$ cat src/rtl/mac_operand_feeder.sv
// mac_operand_feeder: buffers signed operand pairs from a valid/ready producer
// in a small FIFO and issues at most one pair per cycle to the pipelined MAC.
// It honours a stall input, counts pairs within each dot-product vector and
// flags the last pair of every vector. There is no bypass: a pair pushed at one
// edge is issued at the following edge at the earliest.
module mac_operand_feeder #(
  parameter int DATA_W  = 8,
  parameter int DEPTH   = 4,
  parameter int VEC_LEN = 8
) (
  input  logic                       clk,
  input  logic                       reset,
  input  logic [DATA_W-1:0]          in_a,
  input  logic [DATA_W-1:0]          in_b,
  input  logic                       in_valid,
  output logic                       in_ready,
  input  logic                       stall,
  output logic [DATA_W-1:0]          a_out,
  output logic [DATA_W-1:0]          b_out,
  output logic                       valid_out,
  output logic                       vec_done,
  output logic [$clog2(VEC_LEN)-1:0] issue_cnt,
  output logic [$clog2(DEPTH):0]     occupancy
);

  localparam int PTR_W = $clog2(DEPTH);
  localparam int OCC_W = PTR_W + 1;
  localparam int CNT_W = $clog2(VEC_LEN);

  localparam logic [OCC_W-1:0] OCC_FULL = OCC_W'(DEPTH);
  localparam logic [CNT_W-1:0] CNT_LAST = CNT_W'(VEC_LEN - 1);

  logic [DATA_W-1:0] mem_a [DEPTH];
  logic [DATA_W-1:0] mem_b [DEPTH];
  logic [PTR_W-1:0]  wr_ptr;
  logic [PTR_W-1:0]  rd_ptr;
  logic              push;
  logic              pop;

  // Handshake and issue decisions use registered state only, so in_ready never
  // depends on stall or on a same-cycle pop: a full FIFO refuses the push.
  assign in_ready = (occupancy != OCC_FULL);
  assign push     = in_valid && in_ready;
  assign pop      = (occupancy != '0) && !stall;

  // Storage array written on every accepted push.
  // NOTE: the data array carries no reset; after reset the pointers and
  // occupancy say it is empty, so stale words are never read.
  always_ff @(posedge clk) begin
    if (push) begin
      mem_a[wr_ptr] <= in_a;
      mem_b[wr_ptr] <= in_b;
    end
  end

  // Pointers, occupancy, registered MAC-side outputs and vector counter.
  // NOTE: all state here uses non-blocking assignments so every decision sees
  // pre-edge values, which is what makes a same-edge push and pop consistent.
  always_ff @(posedge clk) begin
    if (!reset) begin
      wr_ptr    <= '0;
      rd_ptr    <= '0;
      occupancy <= '0;
      issue_cnt <= '0;
      a_out     <= '0;
      b_out     <= '0;
      valid_out <= 1'b0;
      vec_done  <= 1'b0;
    end else begin
      if (push) begin
        wr_ptr <= wr_ptr + 1'b1;
      end

      if (pop) begin
        a_out     <= mem_a[rd_ptr];
        b_out     <= mem_b[rd_ptr];
        valid_out <= 1'b1;
        rd_ptr    <= rd_ptr + 1'b1;
        if (issue_cnt == CNT_LAST) begin
          issue_cnt <= '0;
          vec_done  <= 1'b1;
        end else begin
          issue_cnt <= issue_cnt + 1'b1;
          vec_done  <= 1'b0;
        end
      end else begin
        valid_out <= 1'b0;
        vec_done  <= 1'b0;
      end

      case ({push, pop})
        2'b10:   occupancy <= occupancy + 1'b1;
        2'b01:   occupancy <= occupancy - 1'b1;
        default: occupancy <= occupancy;
      endcase
    end
  end

endmodule

$ cat config.mk
export PLATFORM = sky130hd
export DESIGN_NAME = mac_operand_feeder
export DESIGN_NICKNAME = d
export VERILOG_FILES = /design/src/rtl/mac_operand_feeder.sv
export SDC_FILE = /design/constraint.sdc
export NUM_CORES = 1
export LEC_CHECK = 0
export CORE_MARGIN = 5
export CORE_UTILIZATION = 44
export DETAILED_ROUTE_END_ITERATION = 16
export PLACE_DENSITY_LB_ADDON = 0.2
export SYNTH_ARGS = -nofsm -noshare
export SYNTH_HDL_FRONTEND = slang
export SYNTH_SLANG_ARGS = --single-unit
$ cat constraint.sdc
create_clock -name clk -period 7.3 [get_ports clk]
set_input_delay 1.095 -clock clk [delete_from_list [all_inputs] [get_ports clk]]
set_output_delay 1.095 -clock clk [all_outputs]
set_load 0.01 [all_outputs]
Word level (Yosys, flattened, before mapping)
Memories as Yosys holds them, arrays and structs flattened. A register that Yosys moved wholly into a read port is not among the register bits.
Cells that the tools add are included.
Widths: inputs -> output; s select.
{"block": "totals", "memories": 2, "ramBits": 64, "elab_cells": 31, "reg_bits": 12}
{"name": "mem_a", "depth": 4, "word_bits": 8, "rd": 1, "rd_clocked_by_memory_dff": 1, "wr": 1, "line_no": "33", "text": "logic [DATA_W-1:0] mem_a [DEPTH];"}
{"name": "mem_b", "depth": 4, "word_bits": 8, "rd": 1, "rd_clocked_by_memory_dff": 1, "wr": 1, "line_no": "34", "text": "logic [DATA_W-1:0] mem_b [DEPTH];"}
{"block": "op_classes", "reduce_logical": 8, "n_eq_ne": 4, "n_addsub": 5, "muxes": 6}
{"cell": "$add 3x1->3 const B", "count": 2}
{"cell": "$pmux 3 s2", "count": 1}
{"cell": "$add 2x1->2 const B", "count": 2}
{"cell": "$mux 1", "count": 4}
{"cell": "$eq 3x3->1 const B", "count": 1}
{"cell": "$logic_not 1->1", "count": 3}
{"cell": "$mux 3", "count": 1}
{"cell": "$ne 3x3->1 const B", "count": 1}
{"cell": "$reduce_bool 3->1", "count": 1}
{"cell": "$sub 3x1->3 const B", "count": 1}
{"cell": "$eq 2x1->1 const B", "count": 1}
{"cell": "$eq 2x2->1 const B", "count": 1}
{"cell": "$logic_and 1x1->1", "count": 2}
{"cell": "$reduce_and 2->1", "count": 1}
{"cell": "$reduce_bool 2->1", "count": 1}

Logic depth before layout (Yosys ltp)
Gate-level depths: netlist (run 1).
{"block": "depth", "depth_word": 4, "mapped_depth": 8, "depth_no_buf": 7}

Worst setup path before layout (run 1)
OpenSTA, ideal clock, no wires.
{"block": "synth_path", "path_kind": "input-to-reg", "start": "input port stall", "end": "register occupancy[2]", "path_buffers": 2, "cell_stages": 8, "setup_ns": 0.070, "arrival_time_ns": 2.910, "required_ns": 7.230, "path_slack_ns": 4.320, "path_cell_list": "clkbuf_1 -> nor2_2 -> buf_2 -> ha_1 -> fa_1 -> xnor2_1 -> or3_2 -> a21oi_1"}
{"block": "synth_via", "elab_chain_len": 4, "elab_cells_between_ends": 6, "cone_classes": "eq/ne (2); mux (1); reduce/logical (3)"}
{"element": "start: declaration", "line_no": "17", "text": "input logic stall,"}
{"element": "$logic_not 1->1 *", "line_no": "44", "text": "assign pop = (occupancy != '0) && !stall;"}
{"element": "$logic_and 1x1->1 *", "line_no": "44"}
{"element": "net pop", "line_no": "38", "text": "logic pop;"}
{"element": "$eq 2x1->1 / $eq 2x2->1 (equally long branches)", "line_no": "91", "text": "case ({push, pop})"}
{"element": "$pmux 3 s2 / $reduce_bool 2->1 (equally long branches)"}
{"element": "end signal: assignment", "line_no": "92", "text": "2'b10: occupancy <= occupancy + 1'b1;"}
{"element": "end signal: assignment", "line_no": "93", "text": "2'b01: occupancy <= occupancy - 1'b1;"}
{"element": "end signal: assignment", "line_no": "94", "text": "default: occupancy <= occupancy;"}
{"element": "end: declaration", "line_no": "23", "text": "output logic [$clog2(DEPTH):0] occupancy"}
Mark *: on every way through the listed nets, which the timed path passes. The rest lies on a longest branch.
A chain may end at the register's enable or synchronous reset.

Worst setup path in the final report (run 1)
{"block": "layout_path", "start": "input port stall", "end": "register occupancy[2]"}
{"block": "layout_via", "elab_chain_len": 4, "elab_cells_between_ends": 6, "cone_classes": "eq/ne (2); mux (1); reduce/logical (3)"}
{"element": "$logic_not 1->1 *", "line_no": "44"}
{"element": "$logic_and 1x1->1 *", "line_no": "44"}
{"element": "$eq 2x1->1 / $eq 2x2->1 (equally long branches)", "line_no": "91"}
{"element": "$pmux 3 s2 / $reduce_bool 2->1 (equally long branches)"}
Every way passes the cells marked *; elsewhere a longest branch is shown, timed or not.

==> results of run 1 <==
[critical path, stage by stage]
cell	delay, ns
clkdlybuf4s50_1	0.58
nor2_2	0.71
ha_1	0.34
fa_1	0.20
xnor2_1	0.08
or3_2	0.41
a21oi_1	0.14
[cell type report]
class,count,area [µm²]
Sequential cell,92,2480
Fill cell,664,3560
Clock buffer,10,128
Clock inverter,6,46.3
Tap cell,102,128
Inverter,4,15.0
Multi-Input combinational cell,97,1000
Timing Repair Buffer,44,440
[cells in the final DEF (no fill, tap or decap), types with 5 or more instances in the layout]
cell type,instances
nand3_1,5
mux4_1,16
clkdlybuf4s50_1,44
o2bb2ai_1,16
ha_1,7
dfxtp_1,28
edfxtp_1,64
o21ai_0,5
a21oi_1,6
clkbuf_8,9
nand2_1,18
[flip-flops by register name (all words and copies together) (netlist names)]
name / flops
a_out: 8
issue_cnt: 3
vec_done: 1
b_out: 8
occupancy: 3
mem_a: 32
wr_ptr: 2
mem_b: 32
rd_ptr: 2
valid_out: 1
[metrics by stage]
stage               std cells  hold WS, ns   util
global placement          339        0.451  0.521
CTS                       355        0.472  0.543
detailed placement        339        0.459  0.521
finish                    355        0.466  0.543
global route              355        0.496  0.543
floorplan                 204        0.486      -
[where the power goes]
part           switching (mW)  internal (mW)
Combinational           0.138          0.165
Sequential             0.0571          0.627
Clock                   0.173          0.126
[worst max path at each step]
stage / startpoint / end / slack, ns / depth (start not counted)
after detailed placement: stall / occupancy[2] / 3.65 / 7
after global placement: stall / occupancy[2] / 3.72 / 7
after floorplan: stall / occupancy[2] / 4.32 / 8
final: stall / occupancy[2] / 4.03 / 7
after global routing: stall / occupancy[2] / 3.89 / 7
after CTS: stall / occupancy[2] / 4.02 / 7
[cells by family after synthesis]
kind of cell,count (synthesis)
XOR/XNOR,2
AND/OR/NAND/NOR,39
multiplexers,18
flip-flops,92
AO/OA/AOI/OAI,30
adder cells (fa/ha/maj),8
buffers and inverters,15
[layer usage]
metal | track usage | part of all wire
met4 | 0.0373 | 0.011
met1 | 0.154 | 0.43
met5 | 0 | 0
met2 | 0.212 | 0.50
met3 | 0.0479 | 0.051
==> impl_metrics.toml, run 1 <==
[run_status]
status = "finished clean"

[cells_and_area]
fin_area_um2 = 4240
syn_to_final_growth_pct = 18.6
antenna_cells = 0
drive_above_1_share = 0.103
nNetsFinal = 276

[synthesis]
async_flop_share = 0
synth_area_um2 = 3580
synthMuxAreaShare = 0.123
synth_cells = 204
synth_common_cells = "edfxtp_1 (64), dfxtp_1 (28), nand2_1 (18), mux4_1 (16), o2bb2ai_1 (16)"
synth_fa_ha_area_frac = 0.0301
synth.area.top_cells = "edfxtp_1 (54%), dfxtp_1 (16%), mux4_1 (12%)"
synth-simple-area-share = 0.0612
yosys.area.top_type = "edfxtp_1"
synth-compound-area-share = 0.0612
seq_area_frac_synth = 0.694
yosysUniqueCellTypes = 33
ys_warn_count = 0
syn_nets = 232
synth_edf_count = 64
synth_area_per_cell_um2 = 17.5
synth_most_common_cell = "edfxtp_1"
synth_xor_area_frac = 0.00490
synth_top_cell_area_share = 0.537
synth_top_family_by_area = "multiplexers"
ys_dominant_reg_cell = "edfxtp_1"
ys_ff_latch = 92

[clock_network]
clock_path_buffers = 2
htreeDepth = 3
path_clk_slew_ns = 0.09
cts_hold_buf = 0
cts_sinks = 92
clk_latency_ns = 0.35
cts_setup_buffers = 0
numCtsBuffers = 9
cts_tree = "done"
cts_resized = 0
cts_root_buf = "clkbuf_8"

[setup_path]
crit_path_max_fanout = 17
reg2reg_depth = 7
cp-start-kind = "input port"
r2r-start = "occupancy[0]"
crit_required_ns = 7.59
cp-end-kind = "register"
reg2reg_slack_ns = 4.82
crit_arrival_ns = 3.55
worst-setup-path-type = "input port to register"
r2r-end = "occupancy[2]"

[timing]
worst_slack_ns = 4.03
setup_tns_ns = 0
setup_viol = 0
slew_viol_final = 0
hold_violations = 0
relSlewSlack = 0.326
timing.final.crit_share = 0.447
fin_skew_ns = 0.00808
rsz0062_at_grt = "no"
max_freq_mhz = 306
worstMarginPinSlew_ns = 1.01
min_period_ns = 3.27

[flow_run]
max-cap-violations = 0

[route]
drc = 0
vias = 1856
wirelength_um = 6020
drt_iter0_markers = 63
antenna_left = 0
wl_per_cell_um = 17.0
drt-pass1-iter-count = 4
vias_per_cell = 5.23

[global_routing]
grt_usage = 0.127
antenna_found_initial = 0
overflow = 0
grt_max_degree = 20
grt_pass1_vias = 1881
grt_pass1_wl_um = 9510

[floorplan]
die-area_um2 = 10000
initial_utilization = 0.458
coreArea_um2 = 7810
die_h_um = 100
dieWidth_um = 100
placementRows = 32
ios = 45

[pwr]
power_leakage_nw = 1.42
ir_worst_vdd_v = 0.000131
finalPower_mw = 1.29
power_per_cell_area_nw_per_um2 = 303

[hold_path]
hold_start = "b_out[3]"
hold-path-endpoint = "b_out[3]"
hp-class = "register to register"
hold_depth = 2

[place]
pre_cts_slack_ns = 3.65
dpl.hpwl_um = 3730
placed_area_um2 = 4070
gp_congestion = 0.632
port_buffers = 44
(Power assumes the default switching activity.)
==> inputs of run 2 (changes only) <==
==> constraint.sdc (replaced) <==
create_clock -name clk -period 2.75 [get_ports clk]
set_input_delay 0.4125 -clock clk [delete_from_list [all_inputs] [get_ports clk]]
set_output_delay 0.4125 -clock clk [all_outputs]
set_load 0.01 [all_outputs]
==> run 2 against run 1 <==
  * Register-to-register slack worse by 4.4 ns
  * Via count up 0.22%
  * Critical path type is now register to register
  * Routed wire length increased by 2.6%
  * Final area increased by 0.74%
  * Critical path depth is the same
  * Clock skew about the same
  * Sequential cell count did not move
  * Clock-buffer cell count decreased by 1
  * Power increased to 2.7 times the previous value
==> impl_metrics.toml, run 2 (same netlist as run 1, synthesis figures left out) <==
[route]
wl_met3_um = 360
drc = 0
wl_per_cell_um = 17.2
vias = 1860
top_layer = "met4"
met2_length_um = 3140
drt_iter0_markers = 67
drt-pass1-iter-count = 4
vias_per_cell = 5.17
wl_met1_um = 2550
wirelength_um = 6170
antenna_left = 0

[flow_run]
max-cap-violations = 0

[floorplan]
coreArea_um2 = 7810
die-area_um2 = 10000
dieWidth_um = 100
initial_utilization = 0.458
placementRows = 32
die_h_um = 100
ios = 45

[place]
placed_area_um2 = 4110
port_buffers = 44
gp_congestion = 0.734
dpl.hpwl_um = 3840

[setup_path]
crit_arrival_ns = 2.60
reg2reg_depth = 7
cp_num_buf_inv = 0
cp-start-kind = "register"
crit_chain = "or3b_1 -> nand2_1 -> ha_1 -> fa_1 -> xnor2_1 -> or3_2 -> a21oi_1"
cp-end-kind = "register"
reg2reg_slack_ns = 0.43
crit_required_ns = 3.03
crit_path_max_fanout = 10
max_stage_delay_ns = 0.50
worst-setup-path-type = "register to register"
critical_path_depth = 7
crit_slowest_cell = "dfxtp_1"
r2r-end = "occupancy[2]"
r2r-start = "occupancy[0]"
crit_family = "simple AND/OR/NAND/NOR gates"

[timing]
slew_viol_final = 0
timing.final.crit_share = 0.842
rsz0062_at_grt = "no"
hold_violations = 0
holdWs_ns = 0.462
setup_viol = 0
relSlewSlack = 0.484
setup_tns_ns = 0
fin_skew_ns = 0.00843
max_freq_mhz = 432
worstMarginPinSlew_ns = 0.774
min_period_ns = 2.32

[clock_network]
clock_path_buffers = 2
path_clk_slew_ns = 0.09
numCtsBuffers = 9
cts_resized = 0
cts_root_buf = "clkbuf_8"
cts_setup_buffers = 0
clk_latency_ns = 0.35
cts_sinks = 92
cts_hold_buf = 0
htreeDepth = 3
cts_tree = "done"

[global_routing]
grt_pass1_wl_um = 9950
grt_usage = 0.134
overflow = 0
antenna_found_initial = 0
grt_pass1_vias = 1903
grt_max_degree = 19

[cells_and_area]
antenna_cells = 0
finalCoreUtilization = 0.547
reg_top3 = "mem_a (32), mem_b (32)"
drive_above_1_share = 0.120
syn_to_final_growth_pct = 19.4
nNetsFinal = 281
nFillCells = 651
fin_area_um2 = 4270
final_cell_mix = "edfxtp_1 (64), clkdlybuf4s50_1 (44), dfxtp_1 (28), nand2_1 (18)"
final_common_cell = "edfxtp_1"

[pwr]
swShare = 0.285
power.share.clock = 0.226
power_leakage_nw = 1.45
pwr-share-comb = 0.251
ir_worst_vdd_v = 0.000289
p_switching_uw = 977
power.share.sequential = 0.524
p_int_mw = 2.45
finalPower_mw = 3.42
power_per_cell_area_nw_per_um2 = 801

[run_status]
status = "finished clean"

[hold_path]
hold_depth = 2
hp-class = "register to register"
hold_start = "b_out[3]"
hold-path-endpoint = "b_out[3]"
-- run 2: cell count changes in the layout (fill, tap and decap cells not counted), sizes merged --
cell,previous run,this run
clkbuf,10,9
clkinv,2,6
clkinvlp,2,1
buf,0,5
inv,6,4
-- run 2: final cells by class --
cell class,count,area [µm²],area share
Clock buffer,9,124,0.0290
Clock inverter,7,43.8,0.0102
Inverter,4,15.0,0.00351
Multi-Input combinational cell,97,1000,0.235
Sequential cell,92,2480,0.581
Tap cell,102,128,0.0299
Timing Repair Buffer,49,478,0.112
-- run 2: tightest hold or removal path, delay by kind of cell (launching register included) --
kind / cells / cell delay [ns]
flip-flops: 1 / 0.31
AO/OA/AOI/OAI: 1 / 0.06
AND/OR/NAND/NOR: 1 / 0.05
-- run 2: metal layers --
metal | vias to the layer above | global-route usage
met1 | 902 | 0.162
li1 | 903 | -
met2 | 46 | 0.225
met5 | - | 0
met3 | 9 | 0.0341
met4 | 0 | 0.0622
-- run 2: power groups by stage --
stage | Combinational, mW | Sequential [mW] | Clock (mW)
floorplan | 0.529 | 1.82 | 0
detailed placement | 0.872 | 1.83 | 0
global route | 0.944 | 1.82 | 0.876
global placement | 0.859 | 1.82 | 0
CTS | 0.877 | 1.80 | 0.805
finish | 0.858 | 1.79 | 0.773
-- run 2: worst max path at each step --
stage                        end          from  slack, ns
floorplan           occupancy[2]  occupancy[0]       0.43
global placement    occupancy[2]      in_valid       0.29
detailed placement  occupancy[2]      in_valid       0.26
CTS                 occupancy[2]  occupancy[0]       0.42
global route        occupancy[2]  occupancy[0]       0.28
finish              occupancy[2]  occupancy[0]       0.43
-- run 2: through the flow --
stage / instances / worst slack (ns)
floorplan: 204 / 0.430
global route: 360 / 0.279
detailed placement: 344 / 0.257
global placement: 344 / 0.288
finish: 360 / 0.435
CTS: 360 / 0.416
==> inputs of run 3 (changes only) <==
==> constraint.sdc (replaced) <==
create_clock -name clk -period 2.1 [get_ports clk]
set_input_delay 0.315 -clock clk [delete_from_list [all_inputs] [get_ports clk]]
set_output_delay 0.315 -clock clk [all_outputs]
set_load 0.01 [all_outputs]
==> run 3 against run 2 <==
  * Utilization rose by 2.6 points
  * Non-clock buffer count rose by 8
  * Global-route usage rose by 0.22 points
  * First-iteration DRC count shrank 15%
  * Final area rose by 4.7%
  * Clock skew is 0.0023 ns higher
  * Largest cell class unchanged
==> impl_metrics.toml, run 3 (same netlist as run 1, synthesis figures left out) <==
[global_routing]
grt_usage = 0.136
grt_pass1_vias = 1854
overflow = 0
grt_max_degree = 19
grt_pass1_wl_um = 9960
antenna_found_initial = 0

[pwr]
pwr-share-comb = 0.262
power_per_cell_area_nw_per_um2 = 1100
p_int_mw = 3.57
swShare = 0.271
ir_worst_vdd_v = 0.000397
power.share.clock = 0.262
power.share.sequential = 0.477
power_leakage_nw = 1.52
p_switching_mw = 1.33

[cells_and_area]
syn_to_final_growth_pct = 25.0
nNetsFinal = 289
final_cell_mix = "edfxtp_1 (64), clkdlybuf4s50_1 (43), dfxtp_1 (25), nand2_1 (18)"
fin_area_um2 = 4470
antenna_cells = 0
final_common_cell = "edfxtp_1"
reg_top3 = "mem_a (32), mem_b (32)"
drive_above_1_share = 0.162

[clock_network]
path_clk_slew_ns = 0.08
cts_hold_buf = 0
htreeDepth = 3
cts_root_buf = "clkbuf_8"
cts_tree = "done"
clk_latency_ns = 0.35
cts_sinks = 92
numCtsBuffers = 9
clock_path_buffers = 2

[timing]
worstMarginPinSlew_ns = 0.379
min_period_ns = 1.90
rsz0062_at_grt = "no"
fin_skew_ns = 0.0107
timing.final.crit_share = 0.904
slew_viol_final = 0
holdWs_ns = 0.460
relSlewSlack = 0.747
hold_violations = 0
max_freq_mhz = 527
setup_viol = 0
setup_tns_ns = 0

[floorplan]
die_h_um = 100
initial_utilization = 0.458
die-area_um2 = 10000
placementRows = 32
ios = 45
coreArea_um2 = 7810
dieWidth_um = 100

[route]
met2_length_um = 3360
drc = 0
antenna_left = 0
vias_per_cell = 5.18
vias = 1906
wl_per_cell_um = 17.3
wl_met1_um = 2660
drt-pass1-iter-count = 4
wirelength_um = 6370
wl_met3_um = 259
drt_iter0_markers = 57
top_layer = "met4"

[setup_path]
crit_arrival_ns = 1.58
cp-end-kind = "output port"
crit_required_ns = 1.78
cp-start-kind = "register"
crit_path_max_fanout = 9
worst-setup-path-type = "register to output port"

[place]
dpl.hpwl_um = 3990
gp_congestion = 0.705
port_buffers = 44
placed_area_um2 = 4260

[flow_run]
max-cap-violations = 0

[run_status]
status = "finished clean"

[hold_path]
hp-class = "register to register"
-- run 3: cell types whose count changed in the layout (fill, tap and decap cells not counted), sizes merged --
cell,change
clkdlybuf4s50,-1
inv,+1
clkinv,-5
clkbuf,+2
buf,+8
dlygate4sd2,+1
bufinv,+2
-- run 3: final timing paths --
path	from	endpoint	slack, ns	cells past startpoint
hold / removal	a_out[3]	a_out[3]	0.46	2
hold reg to reg	a_out[3]	a_out[3]	0.46	2
setup / recovery	occupancy[0]	in_ready	0.20	3
setup reg to reg	occupancy[2]	occupancy[2]	0.25	7
-- run 3: cell type report --
type / instances / area [µm²]
Inverter: 4 / 15.0
Fill cell: 647 / 3330
Tap cell: 102 / 128
Clock inverter: 5 / 85.1
Multi-Input combinational cell: 97 / 1030
Clock buffer: 11 / 131
Timing Repair Buffer: 57 / 599
Sequential cell: 92 / 2490
-- run 3: power groups by stage --
stage / Sequential [mW] / Clock, mW / Combinational [mW]
after floorplan: 2.39 / 0 / 0.748
after global placement: 2.37 / 0 / 1.28
after detailed placement: 2.38 / 0 / 1.31
after CTS: 2.34 / 1.32 / 1.31
after global routing: 2.37 / 1.40 / 1.39
final: 2.34 / 1.28 / 1.28
-- run 3: critical path, stage by stage, from the launching register on --
cell and delay, ns:
dfxtp_2 0.37, or3b_1 0.41, buf_4 0.17, dlygate4sd2_1 0.28
-- run 3: through the flow --
step	power, mW	utilization	setup slack (ns)	std cells
2_1_floorplan	3.14	-	0.0270	204
3_3_place_gp	3.65	0.546	0.0340	352
3_5_place_dp	3.69	0.546	0.0103	352
4_1_cts	4.98	0.573	0.166	368
5_1_grt	5.16	0.573	0.111	368
6_report	4.90	0.573	0.201	368
-- run 3: timing repair --
item | 4_1_cts | 5_1_grt
buffers inserted | 0 | 0
endpoints found under the setup margin | 1 | 0
gates resized for setup | 1 | 0
-- run 3: metal layers --
layer	global-route usage	up-vias
met5	0	-
met3	0.0382	6
met4	0.0653	0
met1	0.159	936
met2	0.231	41
li1	-	923
